--- src/rtl/biquad8_coeff_sequencer_pkg.sv ---
// Shared types and constants for the biquad coefficient sequencer.
// Defines the coefficient width, the cascade length helper and the FSM state type.
package biquad_coeff_pkg;

    localparam int COEFF_W = 18;

    // Number of cascaded DSPs in a biquad that processes nsamp samples per clock.
    function automatic int ncoeff(input int nsamp);
        return 2 * (nsamp - 2);
    endfunction

    typedef enum logic [1:0] {
        IDLE   = 2'd0,
        STREAM = 2'd1,
        UPDATE = 2'd2,
        HOLD   = 2'd3
    } state_t;

endpackage

--- src/rtl/biquad8_coeff_sequencer_if.sv ---
// Register-bus side and biquad side signals of the coefficient sequencer.
// The master modport is the register decode / bench, the slave modport is the sequencer.
interface biquad8_coeff_sequencer_if #(
    parameter int NSAMP = 8
);
    import biquad_coeff_pkg::*;

    localparam int ADDR_W = $clog2(ncoeff(NSAMP));

    // Staging / control side
    logic               cfg_wr_i;
    logic [ADDR_W-1:0]  cfg_addr_i;
    logic [COEFF_W-1:0] cfg_dat_i;      // two's complement coefficient
    logic               commit_i;
    logic               busy_o;
    logic               done_o;
    logic               err_o;

    // Biquad side
    logic [COEFF_W-1:0] coeff_dat_o;
    logic               coeff_wr_o;
    logic               coeff_update_o;
    logic               bypass_o;

    modport master (
        output cfg_wr_i, cfg_addr_i, cfg_dat_i, commit_i,
        input  busy_o, done_o, err_o,
        input  coeff_dat_o, coeff_wr_o, coeff_update_o, bypass_o
    );

    modport slave (
        input  cfg_wr_i, cfg_addr_i, cfg_dat_i, commit_i,
        output busy_o, done_o, err_o,
        output coeff_dat_o, coeff_wr_o, coeff_update_o, bypass_o
    );

endinterface

--- src/rtl/biquad8_coeff_sequencer_stage.sv ---
// Staging register file: one coefficient per cascaded DSP.
// Async-reset write port, out-of-range address flag, combinational read by load index.
module biquad_coeff_stage
    import biquad_coeff_pkg::*;
#(
    parameter int NCOEFF = 12,
    parameter int ADDR_W = $clog2(NCOEFF)
) (
    input  logic               clk,
    input  logic               rst_n,
    input  logic               i_wr_en,
    input  logic [ADDR_W-1:0]  i_wr_addr,
    input  logic [COEFF_W-1:0] i_wr_dat,
    output logic               o_addr_oor,
    input  logic [ADDR_W-1:0]  i_rd_addr,
    output logic [COEFF_W-1:0] o_rd_dat
);

    logic [COEFF_W-1:0] w_words [NCOEFF];

    // Addresses past the last DSP never match an entry; flag them for the sticky error.
    assign o_addr_oor = (int'(i_wr_addr) >= NCOEFF);

    for (genvar gi = 0; gi < NCOEFF; gi++) begin : g_stage
        logic [COEFF_W-1:0] r_word;

        // Each entry loads only when its own index is addressed.
        always_ff @(posedge clk or negedge rst_n) begin
            if (!rst_n) begin
                r_word <= '0;
            end else if (i_wr_en && (int'(i_wr_addr) == gi)) begin
                r_word <= i_wr_dat;
            end
        end

        assign w_words[gi] = r_word;
    end

    // The load index never exceeds NCOEFF-1, so the read stays inside the file.
    assign o_rd_dat = w_words[i_rd_addr];

endmodule

--- src/rtl/biquad8_coeff_sequencer.sv ---
// Coefficient load sequencer for one 8-sample incremental biquad DSP cascade.
// Streams the staged set down the B1 cascade (strobe one cycle ahead of data),
// then pulses the update strobe so all B2 registers load together.
// Optional feature macro: BIQUAD_COEFF_BYPASS_HOLD_EN (bypass request plus a
// HOLD_CLKS-long flush period before completion).
module biquad8_coeff_sequencer
    import biquad_coeff_pkg::*;
#(
    parameter int NSAMP     = 8,
    parameter int ADDR_W    = $clog2(ncoeff(NSAMP)),
    parameter int HOLD_CLKS = 16
) (
    input  logic                      clk,
    input  logic                      rst_n,
    biquad8_coeff_sequencer_if.slave  bus
);

    localparam int NCOEFF = ncoeff(NSAMP);
    localparam logic [ADDR_W-1:0] K_LAST = ADDR_W'(NCOEFF - 1);

    state_t             r_state, w_state_next;
    logic [ADDR_W-1:0]  r_k, w_k_next;
    logic               r_pending, w_pending_next;
    logic               r_err, w_err_next;

    logic               r_busy;
    logic               r_done;
    logic               r_coeff_wr;
    logic               r_coeff_update;
    logic               r_bypass;
    logic [COEFF_W-1:0] r_coeff_dat;

    logic               w_done_next;
    logic               w_bypass_next;
    logic [COEFF_W-1:0] w_coeff_dat_next;

    logic               w_stage_wr;
    logic               w_addr_oor;
    logic               w_wr_err;
    logic               w_start;
    logic [COEFF_W-1:0] w_rd_dat;

    // Staging is single-buffered: writes land only while idle, anything else is an error.
    assign w_stage_wr = bus.cfg_wr_i && (r_state == IDLE);
    assign w_wr_err   = bus.cfg_wr_i && ((r_state != IDLE) || w_addr_oor);
    assign w_start    = (r_state == IDLE) && (bus.commit_i || r_pending);

    biquad_coeff_stage #(
        .NCOEFF (NCOEFF),
        .ADDR_W (ADDR_W)
    ) u_stage (
        .clk        (clk),
        .rst_n      (rst_n),
        .i_wr_en    (w_stage_wr),
        .i_wr_addr  (bus.cfg_addr_i),
        .i_wr_dat   (bus.cfg_dat_i),
        .o_addr_oor (w_addr_oor),
        .i_rd_addr  (r_k),
        .o_rd_dat   (w_rd_dat)
    );

`ifdef BIQUAD_COEFF_BYPASS_HOLD_EN
    localparam int HOLD_W = (HOLD_CLKS > 1) ? $clog2(HOLD_CLKS) : 1;
    localparam logic [HOLD_W-1:0] HOLD_LAST = HOLD_W'(HOLD_CLKS - 1);

    logic [HOLD_W-1:0] r_hold_cnt, w_hold_cnt_next;

    // Flush-period down-counter, only meaningful in HOLD.
    always_ff @(posedge clk or negedge rst_n) begin
        if (!rst_n) begin
            r_hold_cnt <= '0;
        end else begin
            r_hold_cnt <= w_hold_cnt_next;
        end
    end
`endif

    // Next-state, load index, pending request and sticky error.
    always_comb begin
        w_state_next   = r_state;
        w_k_next       = r_k;
        w_pending_next = r_pending;
        w_err_next     = r_err;
        w_done_next    = 1'b0;
`ifdef BIQUAD_COEFF_BYPASS_HOLD_EN
        w_hold_cnt_next = r_hold_cnt;
`endif
        case (r_state)
            IDLE: begin
                if (w_start) begin
                    w_state_next   = STREAM;
                    w_k_next       = K_LAST;
                    w_pending_next = 1'b0;
                    w_err_next     = 1'b0;
                end
            end
            STREAM: begin
                if (bus.commit_i) w_pending_next = 1'b1;
                if (r_k == '0) begin
                    w_state_next = UPDATE;
                end else begin
                    w_k_next = r_k - 1'b1;
                end
            end
            UPDATE: begin
                if (bus.commit_i) w_pending_next = 1'b1;
`ifdef BIQUAD_COEFF_BYPASS_HOLD_EN
                w_state_next    = HOLD;
                w_hold_cnt_next = HOLD_LAST;
`else
                w_state_next = IDLE;
                w_done_next  = 1'b1;
`endif
            end
            HOLD: begin
`ifdef BIQUAD_COEFF_BYPASS_HOLD_EN
                if (bus.commit_i) w_pending_next = 1'b1;
                if (r_hold_cnt == '0) begin
                    w_state_next = IDLE;
                    w_done_next  = 1'b1;
                end else begin
                    w_hold_cnt_next = r_hold_cnt - 1'b1;
                end
`else
                w_state_next = IDLE;
`endif
            end
            default: w_state_next = IDLE;
        endcase
        // A bad write in the accept cycle still leaves the flag set.
        if (w_wr_err) w_err_next = 1'b1;
    end

    // Data lags the strobe by one cycle to match the biquad's registered B1 clock enable.
    always_comb begin
        w_coeff_dat_next = '0;
        if (r_state == STREAM) w_coeff_dat_next = w_rd_dat;
`ifdef BIQUAD_COEFF_BYPASS_HOLD_EN
        w_bypass_next = (w_state_next != IDLE);
`else
        w_bypass_next = 1'b0;
`endif
    end

    // State, counters and registered outputs; reset drops every output at once.
    always_ff @(posedge clk or negedge rst_n) begin
        if (!rst_n) begin
            r_state        <= IDLE;
            r_k            <= '0;
            r_pending      <= 1'b0;
            r_err          <= 1'b0;
            r_busy         <= 1'b0;
            r_done         <= 1'b0;
            r_coeff_wr     <= 1'b0;
            r_coeff_update <= 1'b0;
            r_bypass       <= 1'b0;
            r_coeff_dat    <= '0;
        end else begin
            r_state        <= w_state_next;
            r_k            <= w_k_next;
            r_pending      <= w_pending_next;
            r_err          <= w_err_next;
            r_busy         <= (w_state_next != IDLE);
            r_done         <= w_done_next;
            r_coeff_wr     <= (w_state_next == STREAM);
            r_coeff_update <= (w_state_next == UPDATE);
            r_bypass       <= w_bypass_next;
            r_coeff_dat    <= w_coeff_dat_next;
        end
    end

    assign bus.busy_o         = r_busy;
    assign bus.done_o         = r_done;
    assign bus.err_o          = r_err;
    assign bus.coeff_dat_o    = r_coeff_dat;
    assign bus.coeff_wr_o     = r_coeff_wr;
    assign bus.coeff_update_o = r_coeff_update;
    assign bus.bypass_o       = r_bypass;

endmodule

--- src/flat_wrapper.sv ---
// flat-port wrapper written by rule: the top's interface ports become plain ports
module biquad8_coeff_sequencer_flat import biquad_coeff_pkg::*;
#(
    parameter int NSAMP     = 8,
    parameter int ADDR_W    = $clog2(ncoeff(NSAMP)),
    parameter int HOLD_CLKS = 16
)
  (clk, rst_n, bus_cfg_wr_i, bus_cfg_addr_i, bus_cfg_dat_i, bus_commit_i, bus_busy_o, bus_done_o, bus_err_o, bus_coeff_dat_o, bus_coeff_wr_o, bus_coeff_update_o, bus_bypass_o);
  biquad8_coeff_sequencer_if #(.NSAMP(NSAMP)) bus_i ();
  input  logic clk;
  input  logic rst_n;
  input wire logic [$bits(bus_i.cfg_wr_i)-1:0] bus_cfg_wr_i;
  input wire logic [$bits(bus_i.cfg_addr_i)-1:0] bus_cfg_addr_i;
  input wire logic [$bits(bus_i.cfg_dat_i)-1:0] bus_cfg_dat_i;
  input wire logic [$bits(bus_i.commit_i)-1:0] bus_commit_i;
  output wire logic [$bits(bus_i.busy_o)-1:0] bus_busy_o;
  output wire logic [$bits(bus_i.done_o)-1:0] bus_done_o;
  output wire logic [$bits(bus_i.err_o)-1:0] bus_err_o;
  output wire logic [$bits(bus_i.coeff_dat_o)-1:0] bus_coeff_dat_o;
  output wire logic [$bits(bus_i.coeff_wr_o)-1:0] bus_coeff_wr_o;
  output wire logic [$bits(bus_i.coeff_update_o)-1:0] bus_coeff_update_o;
  output wire logic [$bits(bus_i.bypass_o)-1:0] bus_bypass_o;
  assign bus_i.cfg_wr_i = bus_cfg_wr_i;
  assign bus_i.cfg_addr_i = bus_cfg_addr_i;
  assign bus_i.cfg_dat_i = bus_cfg_dat_i;
  assign bus_i.commit_i = bus_commit_i;
  assign bus_busy_o = bus_i.busy_o;
  assign bus_done_o = bus_i.done_o;
  assign bus_err_o = bus_i.err_o;
  assign bus_coeff_dat_o = bus_i.coeff_dat_o;
  assign bus_coeff_wr_o = bus_i.coeff_wr_o;
  assign bus_coeff_update_o = bus_i.coeff_update_o;
  assign bus_bypass_o = bus_i.bypass_o;
  biquad8_coeff_sequencer #(.NSAMP(NSAMP), .ADDR_W(ADDR_W), .HOLD_CLKS(HOLD_CLKS)) u_core (.clk(clk), .rst_n(rst_n), .bus(bus_i));
endmodule
--- config.mk ---
export PLATFORM = sky130hd
export DESIGN_NAME = biquad8_coeff_sequencer_flat
export DESIGN_NICKNAME = d
export VERILOG_FILES = /design/src/rtl/biquad8_coeff_sequencer_pkg.sv /design/src/rtl/biquad8_coeff_sequencer_if.sv /design/src/rtl/biquad8_coeff_sequencer_stage.sv /design/src/rtl/biquad8_coeff_sequencer.sv /design/src/flat_wrapper.sv
export SDC_FILE = /design/constraint.sdc
export NUM_CORES = 1
export LEC_CHECK = 0
export CORE_ASPECT_RATIO = 2
export CORE_MARGIN = 2
export CORE_UTILIZATION = 55
export DETAILED_ROUTE_END_ITERATION = 16
export GPL_TIMING_DRIVEN = 0
export PLACE_DENSITY_LB_ADDON = 0.15
export SLEW_MARGIN = 20
export SYNTH_ARGS = -nofsm -noshare
export SYNTH_HDL_FRONTEND = slang
export SYNTH_SLANG_ARGS = --single-unit
--- constraint.sdc ---
create_clock -name clk -period 6.2 [get_ports clk]
set_clock_uncertainty 0.2 [all_clocks]
set_input_delay 0.93 -clock clk [delete_from_list [all_inputs] [get_ports clk]]
set_output_delay 0.93 -clock clk [all_outputs]
set_load 0.1 [all_outputs]
After elaboration in Yosys (flattened, before gate mapping)
Index checks and enable logic that the tools add are counted.
W data, S select, Z words.
- $add $sub $neg: 1
- $lt $le $gt $ge: 2
- equal/unequal tests: 19
- multiplexer cells: 16
- bitwise logic cells: 1
- reductions and logical operators: 31
- operator list (cell ; number):
    $bmux W18 S4 ; 1
    $mux W18 ; 3
    $eq A4 B4 Y1 const B ; 8
    $logic_and A1 B1 Y1 ; 15
    $reduce_bool A2 Y1 ; 6
    $eq A4 B3 Y1 const B ; 2
    $logic_not A4 Y1 ; 2
    $mux W4 ; 2
    $pmux W4 S2 ; 1
    $eq A2 B2 Y1 const B ; 3
    $pmux W2 S3 ; 1
    $reduce_and A3 Y1 ; 2
    $ge A5 B5 Y1 const B ; 1
    $mux W1 ; 5
    $not A4 Y5 ; 1
    $eq A2 B1 Y1 const B ; 2
    $eq A4 B2 Y1 const B ; 1
    $ge A4 B4 Y1 const B ; 1
    $mux W2 ; 2
    $ne A2 B1 Y1 const B ; 2
    $reduce_or A2 Y1 ; 2
    $sub A4 B1 Y4 const B ; 1
    $logic_not A2 Y1 ; 1
    $logic_or A1 B1 Y1 ; 2
    other kinds (3) ; 3
- register bits: 246
- bits of input ports: 26
- output and inout bits: 24
- logic and storage cells: 91

Logic depth before layout (Yosys ltp)
Gate-level depths: netlist (run 1).
- word-level depth: 5
- depth in mapped cells: 9
- depth with buffers taken out: 6

By module
A second synthesis (run 1) with hierarchy kept.
- cells, all modules: 759
- area total of the unflattened synthesis: 11116.9 um2
- by module, submodules not included (module ; instances ; cells an instance ; area an instance (um2) ; seq. area each (um2)):
    biquad_coeff_stage ; 1 ; 654 ; 9859.5 ; 5405.2
    biquad8_coeff_sequencer ; 1 ; 105 ; 1257.5 ; 750.7

Worst setup path before layout (run 1)
OpenSTA, ideal clock, no wires.
- path kind: input to register
- start point: input port bus_cfg_addr_i[1]
- end point: register u_core.u_stage.g_stage[1].r_word[10]
- library setup time: 125 ps
- arrival: 2093 ps
- required time: 5875 ps
- slack: 3782 ps
- stages on the path: 5
- cell sequence: nand2b_1 or4_1 buf_6 buf_12 mux2_4
- longest elaborated chain between the ends: 2
- ends and longest elaborated chain (what ; line ; RTL):
    start: declaration ; flat_wrapper.sv:13 ; input wire logic [$bits(bus_i.cfg_addr_i)-1:0] bus_cfg_addr_i;
    $eq A4 B2 Y1 ; biquad8_coeff_sequencer_stage.sv:31 ; end else if (i_wr_en && (int'(i_wr_addr) == gi)) begin
    $logic_and A1 B1 Y1 ; biquad8_coeff_sequencer_stage.sv:31 ;
    end signal: assignment ; biquad8_coeff_sequencer_stage.sv:32 ; r_word <= i_wr_dat;
    end: declaration ; biquad8_coeff_sequencer_stage.sv:25 ; logic [COEFF_W-1:0] r_word;
No other way between the ends.
A chain may end at the register's enable or synchronous reset.

Worst setup path in the final report (run 1)
- start point: register u_core.r_err, in the netlist u_core.bus.err_o
- end point: output port bus_err_o
- RTL lines (what ; line ; RTL):
    start: declaration ; biquad8_coeff_sequencer.sv:24 ; logic r_err, w_err_next;
    start signal: assignment ; biquad8_coeff_sequencer.sv:162 ; r_err <= w_err_next;
    end: declaration ; flat_wrapper.sv:18 ; output wire logic [$bits(bus_i.err_o)-1:0] bus_err_o;
No word-level cell between the ends.

==> results of run 1 <==
[cell usage after synthesis]
| cell type | n | area (um^2) |
|---|---|---|
| dfrtp_1 | 246 | 6160 |
| mux2_2 | 232 | 2610 |
| mux4_2 | 36 | 811 |
| clkbuf_1 | 26 | 97.6 |
| nand2_1 | 26 | 97.6 |
| mux2_4 | 20 | 300 |
| o22ai_1 | 19 | 119 |
| o31ai_1 | 19 | 143 |
| nor2b_1 | 18 | 113 |
| buf_2 | 12 | 60.1 |
| buf_4 | 7 | 52.6 |
| buf_6 | 7 | 78.8 |
| inv_1 | 7 | 26.3 |
| nor2_2 | 6 | 37.5 |
| o21ai_0 | 6 | 30.0 |
| nand2b_1 | 5 | 31.3 |
| nor2_1 | 5 | 18.8 |
| buf_1 | 4 | 15.0 |
| ha_1 | 4 | 50.1 |
| nand3_1 | 4 | 20.0 |
| a21oi_1 | 2 | 10.0 |
| a22oi_1 | 2 | 15.0 |
| buf_12 | 2 | 40.0 |
| nand4b_1 | 2 | 17.5 |
| nor3b_1 | 2 | 15.0 |
| or3b_2 | 2 | 17.5 |
| or4_1 | 2 | 15.0 |
| a21o_1 | 1 | 7.51 |
| a22o_1 | 1 | 8.76 |
| a31oi_1 | 1 | 6.26 |
| a32oi_1 | 1 | 8.76 |
| and2_1 | 1 | 6.26 |
| and2b_2 | 1 | 8.76 |
| conb_1 | 1 | 3.75 |
| mux2i_1 | 1 | 10.0 |
| nand2_2 | 1 | 6.26 |
| nor3_1 | 1 | 5.00 |
| nor4_4 | 1 | 21.3 |
| o41ai_1 | 1 | 8.76 |
| or2_2 | 1 | 6.26 |
[state kept, by name (all words and copies together) (netlist names)]
| name | cells |
|---|---|
| u_core.bus.done_o | 1 |
| u_core.r_pending | 1 |
| u_core.bus.busy_o | 1 |
| u_core.r_k | 4 |
| u_core.bus.coeff_wr_o | 1 |
| u_core.bus.err_o | 1 |
| u_core.bus.coeff_update_o | 1 |
| u_core.u_stage.g_stage.r_word | 216 |
| u_core.bus.coeff_dat_o | 18 |
| u_core.r_state | 2 |
[per-layer routing]
| layer | vias up | part of all wire (%) | wire length (um) | global-route usage, % |
|---|---|---|---|---|
| met2 | 143 | 57 | 15500 | 52.1 |
| met4 | 0 | 4.8 | 1300 | 12.3 |
| met1 | 3377 | 34 | 9300 | 27.3 |
| met3 | 60 | 3.4 | 924 | 2.64 |
| li1 | 2823 | - | - | - |
| met5 | - | 0 | 0 | 0 |
[where the power goes]
group	internal, uW	switching [uW]	leakage [uW]
registers	2080	243	0.00326
logic	967	1310	0.00232
clock network	808	601	0.000362
total	3850	2150	0.00594
[final cells by class]
| class | instances | area [um^2] |
|---|---|---|
| plain buffers | 58 | 344 |
| well taps | 262 | 328 |
| repair buffers | 50 | 541 |
| fillers | 1519 | 7100 |
| clock buffers | 28 | 634 |
| inverters | 7 | 26.3 |
| flip-flops and latches | 246 | 6160 |
| clock inverters | 9 | 108 |
| multi-input cells | 425 | 4580 |
[worst paths after layout]
check,from,endpoint
setup / recovery,u_core.bus.err_o$_DFFE_PN0P_,bus_err_o
hold / removal,rst_n,u_core.u_stage.g_stage[9].r_word[10]$_DFFE_PN0P_
setup reg to reg,u_core.r_k[1]$_DFFE_PN0P_,u_core.bus.coeff_update_o$_DFF_PN0_
max in group asynchronous,rst_n,u_core.u_stage.g_stage[5].r_word[6]$_DFFE_PN0P_
hold reg to reg,u_core.u_stage.g_stage[0].r_word[3]$_DFFE_PN0P_,u_core.u_stage.g_stage[0].r_word[3]$_DFFE_PN0P_
min in group clk,u_core.u_stage.g_stage[0].r_word[3]$_DFFE_PN0P_,u_core.u_stage.g_stage[0].r_word[3]$_DFFE_PN0P_
[metrics by stage]
| stage | setup TNS, ns | hold slack [ns] | total power, uW | util (%) | area, um^2 |
|---|---|---|---|---|---|
| final | 0 | 0.124 | 6010 | 64.2 | 12700 |
| after CTS | 0 | 0.134 | 6040 | 64.2 | 12700 |
| after floorplan | 0 | 0.274 | 3960 | - | 11100 |
| after detailed placement | 0 | 0.290 | 4630 | 60.4 | 12000 |
| after global routing | 0 | 0.147 | 6280 | 64.2 | 12700 |
| after global placement | -1363.89 | 0.283 | 4530 | 60.1 | 11900 |
[logic make-up (layout without fill, tap and decap cells)]
| logic type | after synthesis | after routing | synth area share (%) |
|---|---|---|---|
| and+or+nand+nor | 78 | 78 | 3.93 |
| DFF | 246 | 246 | 55.4 |
| other | 1 | 1 | 0.0338 |
| buffers and inverters | 65 | 152 | 3.33 |
| adders and majority gates | 4 | 4 | 0.451 |
| AOI/OAI and AO/OA | 53 | 53 | 3.21 |
| muxes | 289 | 289 | 33.6 |
==> impl_metrics.py, run 1 <==
metrics = {
    "clock_tree": {
        "clock_path_buffers": 3,
        "cts-resized-gates": 0,
        "hold_buffers": 0,
        "tritoncts": "yes",
        "clk_pin_slew_ns": 0.06,
        "htree_levels": 1,
        "post_cts_buffers": 0,
        "cts_buffers": 22,
        "clock_sinks": 246,
        "clk_latency_ns": 0.51,
        "cts_root_buf": "clkbuf_16",
    },
    "placed_design": {
        "dp.cells": 1048,
        "io_buffers": 48,
        "routabilityCongestion": 0.801,
        "dp_slack_ns": 2.73,
        "hpwl_mm": 18.5,
    },
    "die": {
        "initial_core_util_pct": 56.0,
        "chipWidth_um": 104,
        "die_y_um": 205,
        "dieArea_um2": 21400,
        "core_area_um2": 19800,
        "io_pins": 50,
        "fp-row-count": 73,
    },
    "global_routing": {
        "grt_pass1_vias": 7383,
        "grt_overflow": 0,
        "grt_antenna_before_repair": 0,
        "grt_usage_pct": 26.4,
        "grt_pass1_wl_mm": 42.0,
        "grt_max_degree": 110,
    },
    "setup_path": {
        "cp.arrival_ns": 2.02,
        "cp_data_required_time_ns": 5.07,
        "critPathKind": "flip-flop to primary output",
        "end_kind": "primary output",
        "slowest_delay_ns": 1.14,
        "crit_chain": "clkdlybuf4s50_1",
        "crit_path_start_kind": "flip-flop",
        "path_delay_family": "buffers and inverters",
        "reg2reg_depth": 8,
        "path_depth": 1,
        "crit_slowest_cell": "clkdlybuf4s50_1",
        "critPathMaxFanout": 3,
        "timing.reg2reg.setup_slack_ns": 3.41,
        "path_buf_inv": 1,
    },
    "finish": {
        "antennaDiodeCount": 0,
        "nets": 840,
        "fin_cells": 1085,
        "syn_to_final_growth_pct": 14.5,
        "final_layout_size_suffix_gt1_share_pct": 44.6,
        "layout_commonest_cell": "dfrtp_1",
        "most-common-layout-cells": "dfrtp_1, mux2_2, clkdlybuf4s50_1, mux4_2, clkbuf_1",
    },
    "timing": {
        "setup_viol": 0,
        "fin_crit_sh_pct": 50.7,
        "drv_slew": 0,
        "setup_ws_ns": 3.05,
        "fin_crit_ns": 3.15,
        "rsz0062_at_grt": "no",
        "hold_viol": 0,
        "worstMarginPinSlew_ns": 0.980,
        "fmax_mhz": 318,
        "slew_headroom_pct": 34.5,
    },
    "routing": {
        "drc_errors": 0,
        "detail-route-antenna-nets": 0,
        "wl_mm": 27.1,
        "viasPerCell": 5.90,
        "avgRoutedWirePerCell_um": 24.9,
        "vias": 6403,
        "first_iter_violations": 330,
        "first_pass_iters": 4,
    },
    "pwr": {
        "power.leakage_uw": 0.00594,
        "cellPowerDensity_nw_per_um2": 472,
        "vdd_ir_drop_max_mv": 0.304,
    },
    "synthesis": {
        "avgSynthCellArea_um2": 15.1,
        "synthDistinctLibCells": 40,
        "ys_ff_latch": 246,
        "synth_cells": 736,
        "ys_warn_count": 0,
        "seq_area_frac_synth_pct": 55.4,
        "netlist_area_um2": 11100,
        "syn_nets": 766,
    },
    "status": {
        "run_status": "completed",
    },
    "min_path": {
        "min_path_type": "primary input to async pin",
    },
    "run": {
        "max_cap_violations": 0,
    },
}
No activity file was read; power rests on OpenSTA's default activity.
==> run 2, diff against run 1 <==
Clock period 6.2 ns to 2.56 ns, I/O delays scaled along.
==> impl_metrics.py, run 2 (synthesis gave the netlist of run 1 again) <==
metrics = {
    "status": {
        "run_status": "finished with violations",
        "violations": "setup timing",
    },
    "placed_design": {
        "dp_slack_ns": -0.361,
        "dp.cells": 1048,
        "hpwl_mm": 18.5,
        "routabilityCongestion": 0.801,
        "io_buffers": 48,
    },
    "global_routing": {
        "grt_antenna_before_repair": 0,
        "use_met1_pct": 27.2,
        "met2_usage_pct": 51.8,
        "top_usage_layer": "met2",
        "grt_pass1_wl_mm": 42.0,
        "grt_usage_pct": 26.3,
        "met3_usage_pct": 2.74,
        "grt_max_degree": 110,
        "grt_overflow": 0,
        "grt_pass1_vias": 7403,
    },
    "finish": {
        "antennaDiodeCount": 0,
        "max_flop_register": "u_core.u_stage.g_stage.r_word",
        "most-common-layout-cells": "dfrtp_1, mux2_2, mux4_2, buf_4, clkdlybuf4s50_1",
        "nets": 863,
        "syn_to_final_growth_pct": 16.5,
        "largest_register_ffs": 216,
        "filler_cell_count": 1514,
        "fin_cells": 1108,
        "final_layout_size_suffix_gt1_share_pct": 47.0,
        "layout_commonest_cell": "dfrtp_1",
    },
    "pwr": {
        "finalPower_uw": 14500,
        "cellPowerDensity_nw_per_um2": 1120,
        "power.leakage_uw": 0.00624,
        "vdd_ir_drop_max_mv": 0.740,
    },
    "setup_path": {
        "r2r_start": "u_core.r_state[0]$_DFF_PN0_",
        "crit_path_start_kind": "flip-flop",
        "path_delay_family": "simple AND/OR/NAND/NOR gates",
        "path_buf_inv": 3,
        "timing.reg2reg.setup_slack_ns": -0.06,
        "crit_chain": "inv_1 -> ha_1 -> buf_6 -> nand4b_1 -> nor2_2 -> buf_4 -> mux2_2",
        "end_kind": "flip-flop",
        "reg2reg_depth": 7,
        "cp_data_required_time_ns": 2.75,
        "r2r_end": "u_core.u_stage.g_stage[11].r_word[2]$_DFFE_PN0P_",
        "critPathKind": "flip-flop to flip-flop",
        "cp.arrival_ns": 2.81,
        "slowest_delay_ns": 0.56,
        "crit_slowest_cell": "nor2_2",
        "critPathMaxFanout": 10,
    },
    "run": {
        "max_cap_violations": 0,
    },
    "clock_tree": {
        "cts_root_buf": "clkbuf_16",
        "clk_latency_ns": 0.52,
        "tritoncts": "yes",
        "clk_pin_slew_ns": 0.06,
        "clock_sinks": 246,
        "htree_levels": 1,
        "clock_path_buffers": 3,
        "cts_buffers": 22,
    },
    "routing": {
        "viasPerCell": 5.88,
        "first_pass_iters": 4,
        "detail-route-antenna-nets": 0,
        "vias": 6520,
        "wl_mm": 27.2,
        "avgRoutedWirePerCell_um": 24.6,
        "drc_errors": 0,
        "first_iter_violations": 307,
    },
    "timing": {
        "slew_headroom_pct": 35.3,
        "finalSetupTns_ns": -1.18,
        "hold_ws_ns": 0.174,
        "worstMarginPinSlew_ns": 0.969,
        "fin_crit_sh_pct": 102,
        "fin_crit_ns": 2.62,
        "drv_slew": 0,
        "setup_viol": 30,
        "hold_viol": 0,
        "setup_ws_ns": -0.0607,
        "fmax_mhz": 382,
        "rsz0062_at_grt": "yes",
    },
    "die": {
        "initial_core_util_pct": 56.0,
        "chipWidth_um": 104,
        "dieArea_um2": 21400,
        "io_pins": 50,
        "core_area_um2": 19800,
        "die_y_um": 205,
        "fp-row-count": 73,
    },
    "min_path": {
        "min_path_type": "primary input to async pin",
    },
}
[run 2: changes by cell type in the layout (fill, tap and decap cells not counted), moves of 3 or more]
cell             before  now
buf_1                 4    1
clkdlybuf4s50_1      47   26
dlymetal6s2s_1        0    5
buf_4                 7   30
clkbuf_2              0    3
nor2_4                0    3
dlygate4sd2_1         0   16
[run 2: worst max-delay path by stage]
stage / from / to / slack [ns] / cells after the start
floorplan: u_core.r_k[0]$_DFFE_PN0P_ / u_core.bus.busy_o$_DFF_PN0_ / 0.24 / 9
global placement: rst_n / u_core.u_stage.g_stage[2].r_word[6]$_DFFE_PN0P_ / -8.67 / 1
detailed placement: bus_cfg_addr_i[2] / u_core.u_stage.g_stage[11].r_word[11]$_DFFE_PN0P_ / -0.36 / 5
CTS: u_core.r_state[0]$_DFF_PN0_ / u_core.u_stage.g_stage[11].r_word[2]$_DFFE_PN0P_ / -0.1 / 7
global route: u_core.r_state[0]$_DFF_PN0_ / u_core.u_stage.g_stage[11].r_word[2]$_DFFE_PN0P_ / -0.17 / 7
finish: u_core.r_state[0]$_DFF_PN0_ / u_core.u_stage.g_stage[11].r_word[2]$_DFFE_PN0P_ / -0.06 / 7
[run 2: timing repair]
action,4_1_cts,5_1_grt
gates cloned,0,0
setup endpoints to repair,86,96
buffers inserted,3,19
hold buffers,1,0
pin swaps,1,3
hold endpoints to repair,53,0
gates resized for setup,27,13
[run 2: through the flow]
stage               cell area, um^2  utilization (%)
floorplan                     11100                -
global placement              11900             60.1
detailed placement            12000             60.4
CTS                           12800             64.4
global route                  12900             65.3
finish                        12900             65.3
[run 2: area by class of cell]
cell class / count / area (um^2) / area share (%)
inverter: 7 / 26.3 / 0.203
buffer: 58 / 364 / 2.81
tap: 262 / 328 / 2.53
clock inverter: 9 / 108 / 0.831
multi-input combinational: 425 / 4610 / 35.6
clock buffer: 28 / 634 / 4.90
sequential: 246 / 6160 / 47.6
timing repair buffer: 73 / 721 / 5.57
[run 2: power by group]
part           switching, uW  leakage [uW]  internal [uW]  total, uW
sequential               589       0.00326           5030       5620
clock                   1460      0.000362           1960       3410
combinational           3190       0.00262           2300       5490
[run 2: metal layers]
layer,part of all wire (%),wire [um],vias up
met2,57,15500,145
li1,-,-,2871
met4,5.2,1410,0
met5,0,0,-
met3,3.1,839,63
met1,35,9460,3441
